## src/rtl/load_store_unit_if.sv

```systemverilog
// load_store_unit_if
//   Bundles every non-clock/reset signal of the load/store unit.
//   slave  : the unit itself (consumes requests, drives memory strobes).
//   master : the core + data memory side (issues requests, returns mem_rdata).
//   Request : req_valid/req_ready handshake, req_write, req_funct3, req_addr, req_wdata.
//   Response: resp_valid pulse, resp_rdata, resp_fault.
//   Memory  : mem_read/mem_write strobes, mem_addr (word aligned), mem_wdata, mem_rdata.
interface load_store_unit_if #(
  parameter int ADDR_WIDTH = 32
);
  logic                  req_valid;
  logic                  req_ready;
  logic                  req_write;
  logic [2:0]            req_funct3;
  logic [ADDR_WIDTH-1:0] req_addr;
  logic [31:0]           req_wdata;
  logic                  resp_valid;
  logic [31:0]           resp_rdata;
  logic                  resp_fault;
  logic                  mem_read;
  logic                  mem_write;
  logic [ADDR_WIDTH-1:0] mem_addr;
  logic [31:0]           mem_wdata;
  logic [31:0]           mem_rdata;

  modport slave (
    input  req_valid, req_write, req_funct3, req_addr, req_wdata, mem_rdata,
    output req_ready, resp_valid, resp_rdata, resp_fault,
           mem_read, mem_write, mem_addr, mem_wdata
  );

  modport master (
    output req_valid, req_write, req_funct3, req_addr, req_wdata, mem_rdata,
    input  req_ready, resp_valid, resp_rdata, resp_fault,
           mem_read, mem_write, mem_addr, mem_wdata
  );
endinterface

```

## src/rtl/load_store_unit.sv

```systemverilog
// load_store_unit
//   Turns one core load/store request at a time into word-aligned accesses
//   to a word-only data memory. Sub-word stores are read-modify-write over
//   two memory cycles; loads return sign/zero-extended data; misaligned or
//   illegal-funct3 requests complete with resp_fault and touch no memory.
//   Ports: clk, rst (synchronous, active high), bus (load_store_unit_if.slave).
module load_store_unit #(
  parameter int ADDR_WIDTH = 32
) (
  input  logic               clk,
  input  logic               rst,
  load_store_unit_if.slave   bus
);
  localparam logic [1:0] S_IDLE = 2'd0;
  localparam logic [1:0] S_RMW  = 2'd1;
  localparam logic [1:0] S_RESP = 2'd2;

  logic [1:0]            state_q, state_d;
  logic [31:0]           resp_rdata_q, resp_rdata_d;
  logic                  resp_fault_q, resp_fault_d;
  logic [31:0]           old_word_q, old_word_d;
  logic [ADDR_WIDTH-3:0] word_addr_q, word_addr_d;
  logic [1:0]            lane_q, lane_d;
  logic                  half_q, half_d;
  logic [15:0]           st_data_q, st_data_d;

  logic                  illegal, misaligned;
  logic [31:0]           lane_data, load_ext, merged;
  logic                  mem_read_c, mem_write_c;
  logic [ADDR_WIDTH-1:0] mem_addr_c;
  logic [31:0]           mem_wdata_c;

  // Request decode. funct3[1:0] is the access size for every legal encoding.
  always_comb begin
    illegal    = bus.req_write ? (bus.req_funct3 > 3'd2)
                               : (bus.req_funct3 == 3'd3 || bus.req_funct3 == 3'd6 ||
                                  bus.req_funct3 == 3'd7);
    misaligned = (bus.req_funct3[1:0] == 2'd1 && bus.req_addr[0]) ||
                 (bus.req_funct3[1:0] == 2'd2 && bus.req_addr[1:0] != 2'd0);
    lane_data  = bus.mem_rdata >> {bus.req_addr[1:0], 3'b000};
    case (bus.req_funct3)
      3'd0:    load_ext = {{24{lane_data[7]}}, lane_data[7:0]};
      3'd1:    load_ext = {{16{lane_data[15]}}, lane_data[15:0]};
      3'd4:    load_ext = {24'd0, lane_data[7:0]};
      3'd5:    load_ext = {16'd0, lane_data[15:0]};
      default: load_ext = bus.mem_rdata;
    endcase
  end

  // Little-endian lane merge for the RMW write: a half store replaces the
  // byte pair selected by lane bit 1, a byte store replaces one lane.
  genvar gi;
  generate
    for (gi = 0; gi < 4; gi++) begin : g_merge
      localparam logic [1:0] LANE = gi[1:0];
      logic       hit;
      logic [7:0] src;
      assign hit = half_q ? (LANE[1] == lane_q[1]) : (LANE == lane_q);
      assign src = half_q ? st_data_q[8*(gi%2) +: 8] : st_data_q[7:0];
      assign merged[8*gi +: 8] = hit ? src : old_word_q[8*gi +: 8];
    end
  endgenerate

  always_comb begin
    state_d      = state_q;
    resp_rdata_d = resp_rdata_q;
    resp_fault_d = resp_fault_q;
    old_word_d   = old_word_q;
    word_addr_d  = word_addr_q;
    lane_d       = lane_q;
    half_d       = half_q;
    st_data_d    = st_data_q;
    mem_read_c   = 1'b0;
    mem_write_c  = 1'b0;
    mem_addr_c   = '0;
    mem_wdata_c  = '0;
    case (state_q)
      S_IDLE: begin
        if (bus.req_valid) begin
          resp_rdata_d = '0;
          resp_fault_d = 1'b0;
          state_d      = S_RESP;
          if (illegal || misaligned) begin
            resp_fault_d = 1'b1;
          end else if (!bus.req_write) begin
            mem_read_c   = 1'b1;
            mem_addr_c   = {bus.req_addr[ADDR_WIDTH-1:2], 2'b00};
            resp_rdata_d = load_ext;
          end else if (bus.req_funct3[1:0] == 2'd2) begin
            mem_write_c  = 1'b1;
            mem_addr_c   = {bus.req_addr[ADDR_WIDTH-1:2], 2'b00};
            mem_wdata_c  = bus.req_wdata;
          end else begin
            mem_read_c   = 1'b1;
            mem_addr_c   = {bus.req_addr[ADDR_WIDTH-1:2], 2'b00};
            old_word_d   = bus.mem_rdata;
            word_addr_d  = bus.req_addr[ADDR_WIDTH-1:2];
            lane_d       = bus.req_addr[1:0];
            half_d       = bus.req_funct3[0];
            st_data_d    = bus.req_wdata[15:0];
            state_d      = S_RMW;
          end
        end
      end
      S_RMW: begin
        mem_write_c = 1'b1;
        mem_addr_c  = {word_addr_q, 2'b00};
        mem_wdata_c = merged;
        state_d     = S_RESP;
      end
      default: state_d = S_IDLE;
    endcase
    // Reset kills strobes immediately so an in-flight RMW write never lands.
    if (rst) begin
      mem_read_c  = 1'b0;
      mem_write_c = 1'b0;
      mem_addr_c  = '0;
      mem_wdata_c = '0;
    end
  end

  always_ff @(posedge clk) begin
    if (rst) begin
      state_q      <= S_IDLE;
      resp_rdata_q <= '0;
      resp_fault_q <= 1'b0;
      old_word_q   <= '0;
      word_addr_q  <= '0;
      lane_q       <= '0;
      half_q       <= 1'b0;
      st_data_q    <= '0;
    end else begin
      state_q      <= state_d;
      resp_rdata_q <= resp_rdata_d;
      resp_fault_q <= resp_fault_d;
      old_word_q   <= old_word_d;
      word_addr_q  <= word_addr_d;
      lane_q       <= lane_d;
      half_q       <= half_d;
      st_data_q    <= st_data_d;
    end
  end

  assign bus.req_ready  = (state_q == S_IDLE);
  assign bus.resp_valid = (state_q == S_RESP);
  assign bus.resp_rdata = resp_rdata_q;
  assign bus.resp_fault = resp_fault_q;
  assign bus.mem_read   = mem_read_c;
  assign bus.mem_write  = mem_write_c;
  assign bus.mem_addr   = mem_addr_c;
  assign bus.mem_wdata  = mem_wdata_c;
endmodule

```

## src/flat_wrapper.sv

```systemverilog
// flat-port wrapper written by rule: the top's interface ports become plain ports
module load_store_unit_flat 
#(
  parameter int ADDR_WIDTH = 32
)
  (clk, rst, bus_req_valid, bus_req_write, bus_req_funct3, bus_req_addr, bus_req_wdata, bus_mem_rdata, bus_req_ready, bus_resp_valid, bus_resp_rdata, bus_resp_fault, bus_mem_read, bus_mem_write, bus_mem_addr, bus_mem_wdata);
  load_store_unit_if #(.ADDR_WIDTH(ADDR_WIDTH)) bus_i ();
  input  logic clk;
  input  logic rst;
  input wire logic [$bits(bus_i.req_valid)-1:0] bus_req_valid;
  input wire logic [$bits(bus_i.req_write)-1:0] bus_req_write;
  input wire logic [$bits(bus_i.req_funct3)-1:0] bus_req_funct3;
  input wire logic [$bits(bus_i.req_addr)-1:0] bus_req_addr;
  input wire logic [$bits(bus_i.req_wdata)-1:0] bus_req_wdata;
  input wire logic [$bits(bus_i.mem_rdata)-1:0] bus_mem_rdata;
  output wire logic [$bits(bus_i.req_ready)-1:0] bus_req_ready;
  output wire logic [$bits(bus_i.resp_valid)-1:0] bus_resp_valid;
  output wire logic [$bits(bus_i.resp_rdata)-1:0] bus_resp_rdata;
  output wire logic [$bits(bus_i.resp_fault)-1:0] bus_resp_fault;
  output wire logic [$bits(bus_i.mem_read)-1:0] bus_mem_read;
  output wire logic [$bits(bus_i.mem_write)-1:0] bus_mem_write;
  output wire logic [$bits(bus_i.mem_addr)-1:0] bus_mem_addr;
  output wire logic [$bits(bus_i.mem_wdata)-1:0] bus_mem_wdata;
  assign bus_i.req_valid = bus_req_valid;
  assign bus_i.req_write = bus_req_write;
  assign bus_i.req_funct3 = bus_req_funct3;
  assign bus_i.req_addr = bus_req_addr;
  assign bus_i.req_wdata = bus_req_wdata;
  assign bus_i.mem_rdata = bus_mem_rdata;
  assign bus_req_ready = bus_i.req_ready;
  assign bus_resp_valid = bus_i.resp_valid;
  assign bus_resp_rdata = bus_i.resp_rdata;
  assign bus_resp_fault = bus_i.resp_fault;
  assign bus_mem_read = bus_i.mem_read;
  assign bus_mem_write = bus_i.mem_write;
  assign bus_mem_addr = bus_i.mem_addr;
  assign bus_mem_wdata = bus_i.mem_wdata;
  load_store_unit #(.ADDR_WIDTH(ADDR_WIDTH)) u_core (.clk(clk), .rst(rst), .bus(bus_i));
endmodule
```

## config.mk

```make
export PLATFORM = sky130hd
export DESIGN_NAME = load_store_unit_flat
export DESIGN_NICKNAME = d
export VERILOG_FILES = /design/src/rtl/load_store_unit_if.sv /design/src/rtl/load_store_unit.sv /design/src/flat_wrapper.sv
export SDC_FILE = /design/constraint.sdc
export NUM_CORES = 1
export LEC_CHECK = 0
export ABC_AREA = 1
export BUFFER_PORTS_ARGS = -buffer_cell sky130_fd_sc_hd__clkbuf_2
export CELL_PAD_IN_SITES_DETAIL_PLACEMENT = 0
export CELL_PAD_IN_SITES_GLOBAL_PLACEMENT = 1
export CORE_MARGIN = 1
export CORE_UTILIZATION = 38
export DETAILED_ROUTE_END_ITERATION = 6
export GPL_TIMING_DRIVEN = 0
export PLACE_DENSITY = 0.85
export SLEW_MARGIN = 20
export SYNTH_ARGS = -nofsm -noshare
export SYNTH_HDL_FRONTEND = slang
export SYNTH_SLANG_ARGS = --single-unit
export TNS_END_PERCENT = 20
```

## constraint.sdc

```tcl
create_clock -name clk -period 2.45 [get_ports clk]
set_clock_uncertainty 0.05 [all_clocks]
set_input_delay 0.1225 -clock clk [delete_from_list [all_inputs] [get_ports clk]]
set_output_delay 0.1225 -clock clk [all_outputs]
set_load 0.01 [all_outputs]
```

Word level (Yosys, flattened, before mapping)
Index checks and enable logic that the tools add are counted.
{"block": "op_classes", "magnitude_cmp": 1, "eq_ne": 14, "n_shift": 1, "muxes": 41, "n_bitwise": 3, "n_reduce_logical": 12}
{"op": "$mux 32", "count": 10}
{"op": "$pmux 32 s2", "count": 2}
{"op": "$pmux 32 s4", "count": 1}
{"op": "$mux 8", "count": 5}
{"op": "$shr 32x5->16", "count": 1}
{"op": "$mux 1", "count": 17}
{"op": "$eq 3x3->1 const B", "count": 4}
{"op": "$mux 2", "count": 4}
{"op": "$reduce_and 5->1", "count": 1}
{"op": "$eq 2x1->1 const B", "count": 2}
{"op": "$eq 2x2->1 const A", "count": 2}
{"op": "$eq 2x2->1 const B", "count": 2}
{"op": "$logic_not 2->1", "count": 2}
{"op": "$logic_or 1x1->1", "count": 4}
{"op": "$pmux 2 s2", "count": 1}
{"op": "$eq 3x1->1 const B", "count": 1}
{"op": "$eq 3x2->1 const B", "count": 1}
{"op": "$gt 3x2->1 const B", "count": 1}
{"op": "$logic_not 3->1", "count": 1}
{"op": "$not 1->1", "count": 3}
{"op": "$eq 1x2->1 const A", "count": 1}
{"op": "$logic_and 1x1->1", "count": 2}
{"op": "$ne 2x2->1 const B", "count": 1}
{"op": "$pmux 1 s2", "count": 1}
{"op": "2 further kinds", "count": 2}
{"block": "totals", "reg_bits": 116, "output_inout_bits": 101, "elab_cells": 80}

Longest topological paths before layout
Gate-level depths: netlist (run 1).
{"block": "logic_depth", "depth_word": 9, "ltp_mapped": 10}

Least setup slack after synthesis (run 1)
No wires, ideal clock.
{"block": "synth_path", "path_type": "register to register", "start": "register u_core.state_q[1]", "end": "register u_core.lane_q[0]", "setup_time_ns": 0.119, "arrival_time_ns": 1.332, "t_required_ns": 2.281, "slack_ns": 0.949, "stages_incl_launch_ff": 9, "n_path_buf": 2, "period_less_slack_ns": 1.501, "path_cell_list": "dfxtp_1 -> nor2_2 -> nand2_2 -> inv_1 -> nand3_2 -> buf_4 -> buf_4 -> o21ai_1 -> a21oi_1"}
{"block": "synth_via", "elab_chain_cells": 2}
{"element": "start, declared", "line": "load_store_unit.sv:18", "source": "logic [1:0] state_q, state_d;"}
{"element": "start signal, assigned", "line": "load_store_unit.sv:133", "source": "state_q <= state_d;"}
{"element": "$logic_not 2->1"}
{"element": "via bus_req_ready", "line": "flat_wrapper.sv:16", "source": "output wire logic [$bits(bus_i.req_ready)-1:0] bus_req_ready;"}
{"element": "$reduce_and 5->1 (no source line)"}
{"element": "end signal, assigned", "line": "load_store_unit.sv:138", "source": "lane_q <= lane_d;"}
{"element": "end, declared", "line": "load_store_unit.sv:23", "source": "logic [1:0] lane_q, lane_d;"}
The timed path passes the listed nets, and every way through them passes these cells.
A chain may end at the register's enable or synchronous reset.

Worst setup path after layout (run 1)
{"block": "layout_path", "start": "register u_core.state_q[0]", "end": "output bus_mem_addr[2]"}
{"block": "layout_via", "elab_chain_cells": 3, "elab_cells_between_ends": 4, "classes_between": "eq/ne: 1; mux: 2; reduce/logical: 1"}
{"element": "$eq 2x1->1 or $logic_not 2->1 (tied branches)", "line": "load_store_unit.sv:77", "source": "case (state_q)"}
{"element": "$pmux 32 s2 (*)", "line": "load_store_unit.sv:77"}
{"element": "$mux 32 (*)", "line": "load_store_unit.sv:114", "source": "if (rst) begin"}
{"element": "end, declared", "line": "flat_wrapper.sv:22", "source": "output wire logic [$bits(bus_i.mem_addr)-1:0] bus_mem_addr;"}
Every way passes the cells marked *; elsewhere a longest branch is shown, timed or not.

==> results of run 1 <==
[repair_timing]
item	in CTS	in global routing
endpoints found under the setup margin	0	9
gates resized for setup	0	8
hold endpoints to repair	53	0
hold buffers	53	0
[power by group through the flow]
stage	sequential (mW)	combinational [mW]	clock, mW
floorplan	2.02	0.398	0
detailed placement	2.03	0.685	0
finish	1.99	0.761	2.28
global route	2.00	0.838	2.41
global placement	2.03	0.683	0
CTS	1.99	0.756	2.31
[state kept, by name, indices dropped and copies added (netlist names)]
register,count
u_core.word_addr_q,30
u_core.st_data_q,16
u_core.lane_q,2
u_core.half_q,1
u_core.bus.resp_fault,1
u_core.state_q,2
u_core.old_word_q,32
u_core.bus.resp_rdata,32
[cell type report]
class,instances,area share [%]
repair buffers,252,17.41
well taps,220,3.140
flip-flops and latches,116,26.49
multi-input cells,714,39.02
inverters,68,2.911
plain buffers,78,4.838
clock buffers,18,4.895
clock inverters,13,1.299
[worst max-delay path by stage]
stage	from	endpoint	slack (ns)	cells past startpoint
6_report	u_core.state_q[0]	bus_mem_addr[2]	0.18	6
5_1_grt	u_core.state_q[0]	bus_mem_wdata[8]	-0.006	6
4_1_cts	u_core.state_q[0]	bus_mem_wdata[24]	0.14	6
3_5_place_dp	rst	bus_mem_wdata[18]	0.57	5
3_3_place_gp	rst	bus_mem_addr[27]	0.56	5
2_1_floorplan	u_core.state_q[1]	u_core.lane_q[0]	0.95	8
[critical path, cell delays in order, from the launching register on]
cell and delay, ns:
sky130_fd_sc_hd__dfxtp_1 0.36, sky130_fd_sc_hd__inv_1 0.08, sky130_fd_sc_hd__nor2_2 0.30, sky130_fd_sc_hd__clkbuf_1 0.44
sky130_fd_sc_hd__nand2_1 0.09, sky130_fd_sc_hd__a21oi_1 0.22, sky130_fd_sc_hd__clkbuf_2 0.17
[layer usage]
layer  track usage (%)  vias up
met5                 0        -
met4             8.721        0
met3             5.306       35
met2             41.59      216
met1             35.21     3348
li1                  -     3748
[kinds of logic (layout without fill, tap and decap cells)]
family	count (synthesis)	after routing	share of synthesized area, %
compound gates	243	243	20.52
other cells	1	2	0.05847
buf+inv	146	429	10.51
flops	116	116	36.21
simple gates	469	469	32.70
[synth_stat cells]
master	n	share of area, %
sky130_fd_sc_hd__o21ai_0	52	4.1
sky130_fd_sc_hd__nand2_1	279	16
sky130_fd_sc_hd__a21oi_1	141	11
sky130_fd_sc_hd__nor2_4	4	0.70
sky130_fd_sc_hd__nor3_4	1	0.25
sky130_fd_sc_hd__o211ai_1	33	3.9
sky130_fd_sc_hd__nand3_1	80	6.2
sky130_fd_sc_hd__nand3_2	23	3.6
sky130_fd_sc_hd__nor3_1	2	0.16
sky130_fd_sc_hd__buf_8	2	0.47
sky130_fd_sc_hd__clkbuf_1	39	2.3
sky130_fd_sc_hd__inv_2	3	0.18
sky130_fd_sc_hd__o21a_1	7	0.82
sky130_fd_sc_hd__nand2_2	2	0.20
sky130_fd_sc_hd__conb_1	1	0.058
sky130_fd_sc_hd__nor2_2	4	0.39
sky130_fd_sc_hd__buf_6	6	1.1
sky130_fd_sc_hd__clkinv_1	1	0.058
sky130_fd_sc_hd__o21ai_1	10	0.78
sky130_fd_sc_hd__nor2_1	61	3.6
sky130_fd_sc_hd__clkbuf_2	1	0.078
sky130_fd_sc_hd__buf_4	8	0.94
sky130_fd_sc_hd__or2_2	7	0.68
sky130_fd_sc_hd__inv_1	64	3.7
sky130_fd_sc_hd__dfxtp_1	116	36
sky130_fd_sc_hd__nand4_1	6	0.59
sky130_fd_sc_hd__buf_2	22	1.7
[metrics by stage]
stage | hold WS, ns | cell area, um2
floorplan | 0.1756 | 6417
global placement | 0.2778 | 7689
detailed placement | 0.2793 | 7689
CTS | 0.01074 | 8762
global route | 0.02752 | 8767
finish | 0.01698 | 8767
==> key figures, run 1 <==
Outcome
  • Status: finished, final reports clean

Die
  • Die width: 131.9 um
  • Number of core rows: 47
  • Area of the die: 0.01740 mm2
  • Die outline height: 131.9 um
  • Count of pins on the block boundary: between 200 and 250
  • Initial core utilization: 38.81%
  • Placeable core area: 0.01652 mm2

Detailed routing
  • Top routing layer in use: met4
  • Detail Route Antenna Nets: 0
  • Routed via count: 7347
  • DRT met1 WL: 10.94 mm
  • Remaining design rule violation count: 0
  • Routed via count divided by cell count: 4.968
  • Post-DR wirelength/cell: between 15 and 20 um
  • DR pass1 iterations: 5
  • Metal2 WL: 10.12 mm
  • Total routed wirelength: roughly 23 mm
  • Wire length on met3: 1.041 mm
  • Detailed Route Iter0 Violations: 469

Finish
  • Area Overhead vs Synth: 36.70%
  • Multi-input combinational cell area: 0.003421 mm2
  • Commonest cells after routing, fill and taps aside: sky130_fd_sc_hd__nand2_1 (279), sky130_fd_sc_hd__clkbuf_2 (204), sky130_fd_sc_hd__a21oi_1 (141)
  • Proportion of layout cells with a drive suffix above 1: 25.10%
  • Fill cell count: 1692
  • Flip-flop and latch area: ~0.0023 mm2
  • Ant. Diodes: 0
  • Leading cell type in the layout, fill and taps excluded: sky130_fd_sc_hd__nand2_1
  • Final non-filler cell total: about 1.5k
  • Post-layout util: a little over half
  • Final layout net count: 1350

Global routing
  • Number of antenna violations at the first check in global routing: 0
  • Number of global-route vias before repair: 6688
  • Aggregate global routing overflow: 0
  • First-pass GRT wire length: 35.60 mm
  • Largest net degree at the start of global routing: 17
  • Total Routing Usage GR: 26.14%

Pwr
  • Worst vdd ir: 0.4263 mV
  • Power per Cell Area: approximately 570 mW/mm2
  • Internal Pwr Total: ~3.6 mW
  • Sw frac: 28.05%
  • Standby leakage power: 3.770 nW
  • Total power draw: 5.035 mW
  • Combinational fraction of design power: 15.1%
  • Clk pwr share: a little under half
  • Switching pwr: 1.412 mW
  • Sequential cell fraction of total power: 39.6%

Timing
  • Total count of hold-check failures in the final report: 0
  • Slew Limit Headroom: 44.76%
  • Achievable frequency: 441.1 MHz
  • Transition time of the tightest slew-check pin: around 0.83 ns
  • Minimum setup slack in the final design: ~0.18 ns
  • Unrepaired setup endpoints after global routing: yes
  • Setup-violating endpoint count in the final report: 0
  • Period Utilization, post-route: 92.52%
  • Sum of negative setup slack: 0 ns
  • Final min period: 2.267 ns
  • Number of pins with negative max-slew slack in the final report: 0

Run
  • Number of maximum-capacitance violations: 0

CTS
  • CTS tree: done
  • Clock tree root buffer cell: sky130_fd_sc_hd__clkbuf_16
  • Number of buffers inserted by post-CTS setup repair: 0
  • CTS H-Tree Depth: 4
  • Maximum buffer depth of the clock tree: 2
  • Clock slew at the register clock pins of the worst setup and hold paths: approximately 0.060 ns
  • Sinks on Clock Net: ~120
  • Clock insertion delay at the later pin of the skew report: 0.42 ns
  • Number of buffers added by the clock tree synthesis step: 17

Place
  • Post-DP HPWL: 17.12 mm
  • RD Place Congestion: around 0.90
  • Post-placement worst setup slack: around 0.57 ns
  • Post-placement cell count: 1395
  • Quantity of I/O buffers inserted on ports: approximately 200

Critical path
  • Crit. End Element: output pin
  • CP max FO: 10
  • Setup Crit Path Kind: flip-flop to output pin
  • Reg2Reg Launch Point: u_core.state_q[1]
  • Worst setup slack for register-to-register paths: 0.68 ns
  • Cell depth of the worst flop-to-flop path: 8
  • Destination of the worst register-to-register timing path: u_core.st_data_q[12]
  • Arrival time at the worst endpoint: 2.09 ns
  • Type of element launching the critical path: flip-flop
  • Required @ worst endpoint: 2.28 ns

Synth
  • Sequential fraction of the synthesis area: 36.21%
  • Synthesized instance count: between 900 and 1k
  • Area of the mapped netlist: approximately 0.0064 mm2
  • Post-synthesis sequential element count: 116
  • Number of distinct library cells after synthesis: 27
  • Mean post-synth cell area: ~6.6 um2
  • Synthesis warning total: 0

Worst hold path
  • HP Class: primary input to flip-flop
  • Startpoint of the most critical hold path: bus_mem_rdata[28]
  • Worst Hold Depth: 3
  • Hold Path Sink: u_core.old_word_q[28]
Note: power is estimated with default switching activity, not from simulation.
==> run 2: changes to the inputs <==
--- a/config.mk
+++ b/config.mk
@@ -13,7 +13,7 @@
 export CORE_UTILIZATION = 38
 export DETAILED_ROUTE_END_ITERATION = 6
 export GPL_TIMING_DRIVEN = 0
-export PLACE_DENSITY = 0.85
+export PLACE_DENSITY_LB_ADDON = 0.2
 export SLEW_MARGIN = 20
 export SYNTH_ARGS = -nofsm -noshare
 export SYNTH_HDL_FRONTEND = slang
==> key figures, run 2 (synthesized netlist as in run 1, its figures left out) <==
Outcome
  • Status: finished, final reports clean (unchanged)

Critical path
  • Type of element launching the critical path: flip-flop (unchanged)
  • Crit. End Element: output pin (unchanged)
  • Slowest cell on the critical path: sky130_fd_sc_hd__clkbuf_1 (unchanged)
  • Delay of the slowest cell on the worst path: 0.38 ns (was 0.44 ns)
  • CP delay by family, top: buffers and inverters (unchanged)
  • Setup Crit Path Kind: flip-flop to output pin (unchanged)
  • Critical path cell sequence: buf_2 -> clkbuf_1 -> o21ai_0 -> nand2_1 -> o211ai_1 -> a21oi_1 -> clkbuf_2 (was inv_1 -> nor2_2 -> clkbuf_1 -> nand2_1 -> a21oi_1 -> clkbuf_2)
  • Arrival time at the worst endpoint: 2.13 ns (was 2.09 ns)
  • Required @ worst endpoint: 2.28 ns (about the same)
  • Total buffers and inverters traversed by the critical path: 3 (unchanged)
  • CP max FO: 10 (unchanged)

Pwr
  • Standby leakage power: 3.816 nW (was 3.770 nW)
  • Worst vdd ir: 0.4594 mV (was 0.4263 mV)
  • Power per Cell Area: 609.7 mW/mm2 (was 574.2 mW/mm2)

Detailed routing
  • Routed via count divided by cell count: 4.920 (was 4.968)
  • Routed via count: 7262 (was 7347)
  • DR pass1 iterations: 5 (unchanged)
  • Detailed Route Iter0 Violations: 609 (was 469)
  • Total routed wirelength: 23.14 mm (was 22.60 mm)
  • Top routing layer in use: met4 (unchanged)
  • Wire length on met3: 1.278 mm (was 1.041 mm)
  • Detail Route Antenna Nets: 0 (unchanged)
  • Metal2 WL: 10.56 mm (was 10.12 mm)
  • Remaining design rule violation count: 0 (unchanged)
  • Post-DR wirelength/cell: 15.68 um (was 15.28 um)
  • DRT met1 WL: 10.98 mm (was 10.94 mm)

CTS
  • Maximum buffer depth of the clock tree: 2 (unchanged)
  • CTS tree: done (unchanged)
  • Clock slew at the register clock pins of the worst setup and hold paths: 0.05 ns (was 0.06 ns)
  • CTS H-Tree Depth: 4 (unchanged)
  • Number of buffers added by the clock tree synthesis step: 17 (unchanged)
  • Number of buffers inserted by post-CTS setup repair: 0 (unchanged)
  • Clock tree root buffer cell: sky130_fd_sc_hd__clkbuf_16 (unchanged)
  • Clock insertion delay at the later pin of the skew report: 0.42 ns (about the same)
  • Sinks on Clock Net: 116 (unchanged)

Global routing
  • Largest net degree at the start of global routing: 17 (unchanged)
  • Number of global-route vias before repair: 6873 (was 6688)
  • First-pass GRT wire length: 36.71 mm (was 35.60 mm)
  • Number of antenna violations at the first check in global routing: 0 (unchanged)
  • Aggregate global routing overflow: 0 (unchanged)
  • Total Routing Usage GR: 26.89% (was 26.14%)

Place
  • Quantity of I/O buffers inserted on ports: 199 (unchanged)
  • RD Place Congestion: 0.8832 (was 0.8961)
  • Post-DP HPWL: 17.38 mm (was 17.12 mm)

Timing
  • Achievable frequency: 435.2 MHz (was 441.1 MHz)
  • Setup-violating endpoint count in the final report: 0 (unchanged)
  • Worst Hold Slack: 0.01637 ns (was 0.01698 ns)
  • Number of pins with negative max-slew slack in the final report: 0 (unchanged)
  • Period Utilization, post-route: 93.79% (was 92.52%)
  • Transition time of the tightest slew-check pin: 0.7306 ns (was 0.8285 ns)
  • Total count of hold-check failures in the final report: 0 (unchanged)
  • Sum of negative setup slack: 0 ns (unchanged)
  • Slew Limit Headroom: 51.30% (was 44.76%)
  • Unrepaired setup endpoints after global routing: yes (unchanged)
  • Final min period: 2.298 ns (was 2.267 ns)

Die
  • Placeable core area: 0.01652 mm2 (unchanged)
  • Die outline height: 131.9 um (unchanged)
  • Initial core utilization: 38.81% (unchanged)
  • Count of pins on the block boundary: 204 (unchanged)
  • Number of core rows: 47 (unchanged)
  • Area of the die: 0.01740 mm2 (unchanged)
  • Die width: 131.9 um (unchanged)

Finish
  • Ant. Diodes: 0 (unchanged)
  • Leading cell type in the layout, fill and taps excluded: sky130_fd_sc_hd__nand2_1 (unchanged)
  • Area Overhead vs Synth: 37.71% (was 36.70%)
  • Post-layout util: 53.45% (was 53.06%)
  • Final layout net count: 1348 (was 1350)
  • Commonest cells after routing, fill and taps aside: sky130_fd_sc_hd__nand2_1 (279), sky130_fd_sc_hd__clkbuf_2 (204), sky130_fd_sc_hd__a21oi_1 (141) (unchanged)
  • Proportion of layout cells with a drive suffix above 1: 25.16% (was 25.10%)

Run
  • Number of maximum-capacitance violations: 0 (unchanged)

Worst hold path
  • HP Class: primary input to flip-flop (unchanged)
run 2: changes by cell type in the layout (fill, tap and decap cells not counted):
| cell | delta |
|---|---|
| sky130_fd_sc_hd__clkbuf_8 | +6 |
| sky130_fd_sc_hd__clkinv_2 | -3 |
| sky130_fd_sc_hd__bufinv_16 | +2 |
| sky130_fd_sc_hd__clkbuf_1 | -1 |
| sky130_fd_sc_hd__clkinvlp_4 | -4 |
| sky130_fd_sc_hd__dlygate4sd3_1 | -2 |
| sky130_fd_sc_hd__clkinv_4 | -1 |
run 2: power breakdown:
group | switching, mW | total [mW] | internal [mW]
Clock | 0.881 | 2.63 | 1.75
Combinational | 0.473 | 0.761 | 0.288
Sequential | 0.0380 | 1.99 | 1.95
run 2: layout make-up:
class                           count  area, um2
Multi-Input combinational cell    714       3421
Clock inverter                      7      120.1
Sequential cell                   116       2322
Buffer                             78      424.2
Timing Repair Buffer              250       1506
Inverter                           68      255.2
Clock buffer                       23      508.0
Tap cell                          220      275.3
Fill cell                        1731       7692
run 2: worst register-to-register path, stage by stage (launching register included):
cell,delay (ns)
sky130_fd_sc_hd__dfxtp_1,0.33
sky130_fd_sc_hd__nor2_2,0.15
sky130_fd_sc_hd__nand2_2,0.17
sky130_fd_sc_hd__inv_1,0.16
sky130_fd_sc_hd__nand3_2,0.20
sky130_fd_sc_hd__buf_4,0.24
sky130_fd_sc_hd__buf_4,0.18
sky130_fd_sc_hd__o21ai_1,0.13
sky130_fd_sc_hd__a21oi_1,0.06
run 2: path summary, 6_finish.rpt:
path,start,end,slack [ns],cells after the start
worst min-delay path,bus_req_wdata[3],u_core.st_data_q[3],0.02,3
worst max register to register,u_core.state_q[1],u_core.st_data_q[1],0.67,8
worst max-delay path,u_core.half_q,bus_mem_wdata[8],0.15,7
worst min register to register,u_core.old_word_q[14],u_core.old_word_q[14],0.40,2
run 2: metrics by stage:
stage,setup slack (ns),instance area (um2),std cells,total power [mW]
floorplan,0.9490,6417,976,2.422
global route,-0.03707,8832,1476,5.594
CTS,0.06674,8827,1476,5.407
detailed placement,0.5106,7689,1395,2.720
finish,0.1521,8832,1476,5.385
global placement,0.4827,7689,1395,2.716
run 2: timing repair:
| action | in CTS | in global routing |
|---|---|---|
| endpoints found under the setup margin | 0 | 17 |
| resized for setup | 0 | 8 |
| hold endpoints to repair | 51 | 0 |
| hold buffers | 51 | 0 |
run 2: per-layer routing:
metal / GRT usage, % / vias to the layer above
li1: - / 3748
met3: 4.998 / 24
met2: 43.09 / 238
met1: 36.55 / 3252
met5: 0 / -
met4: 8.269 / 0
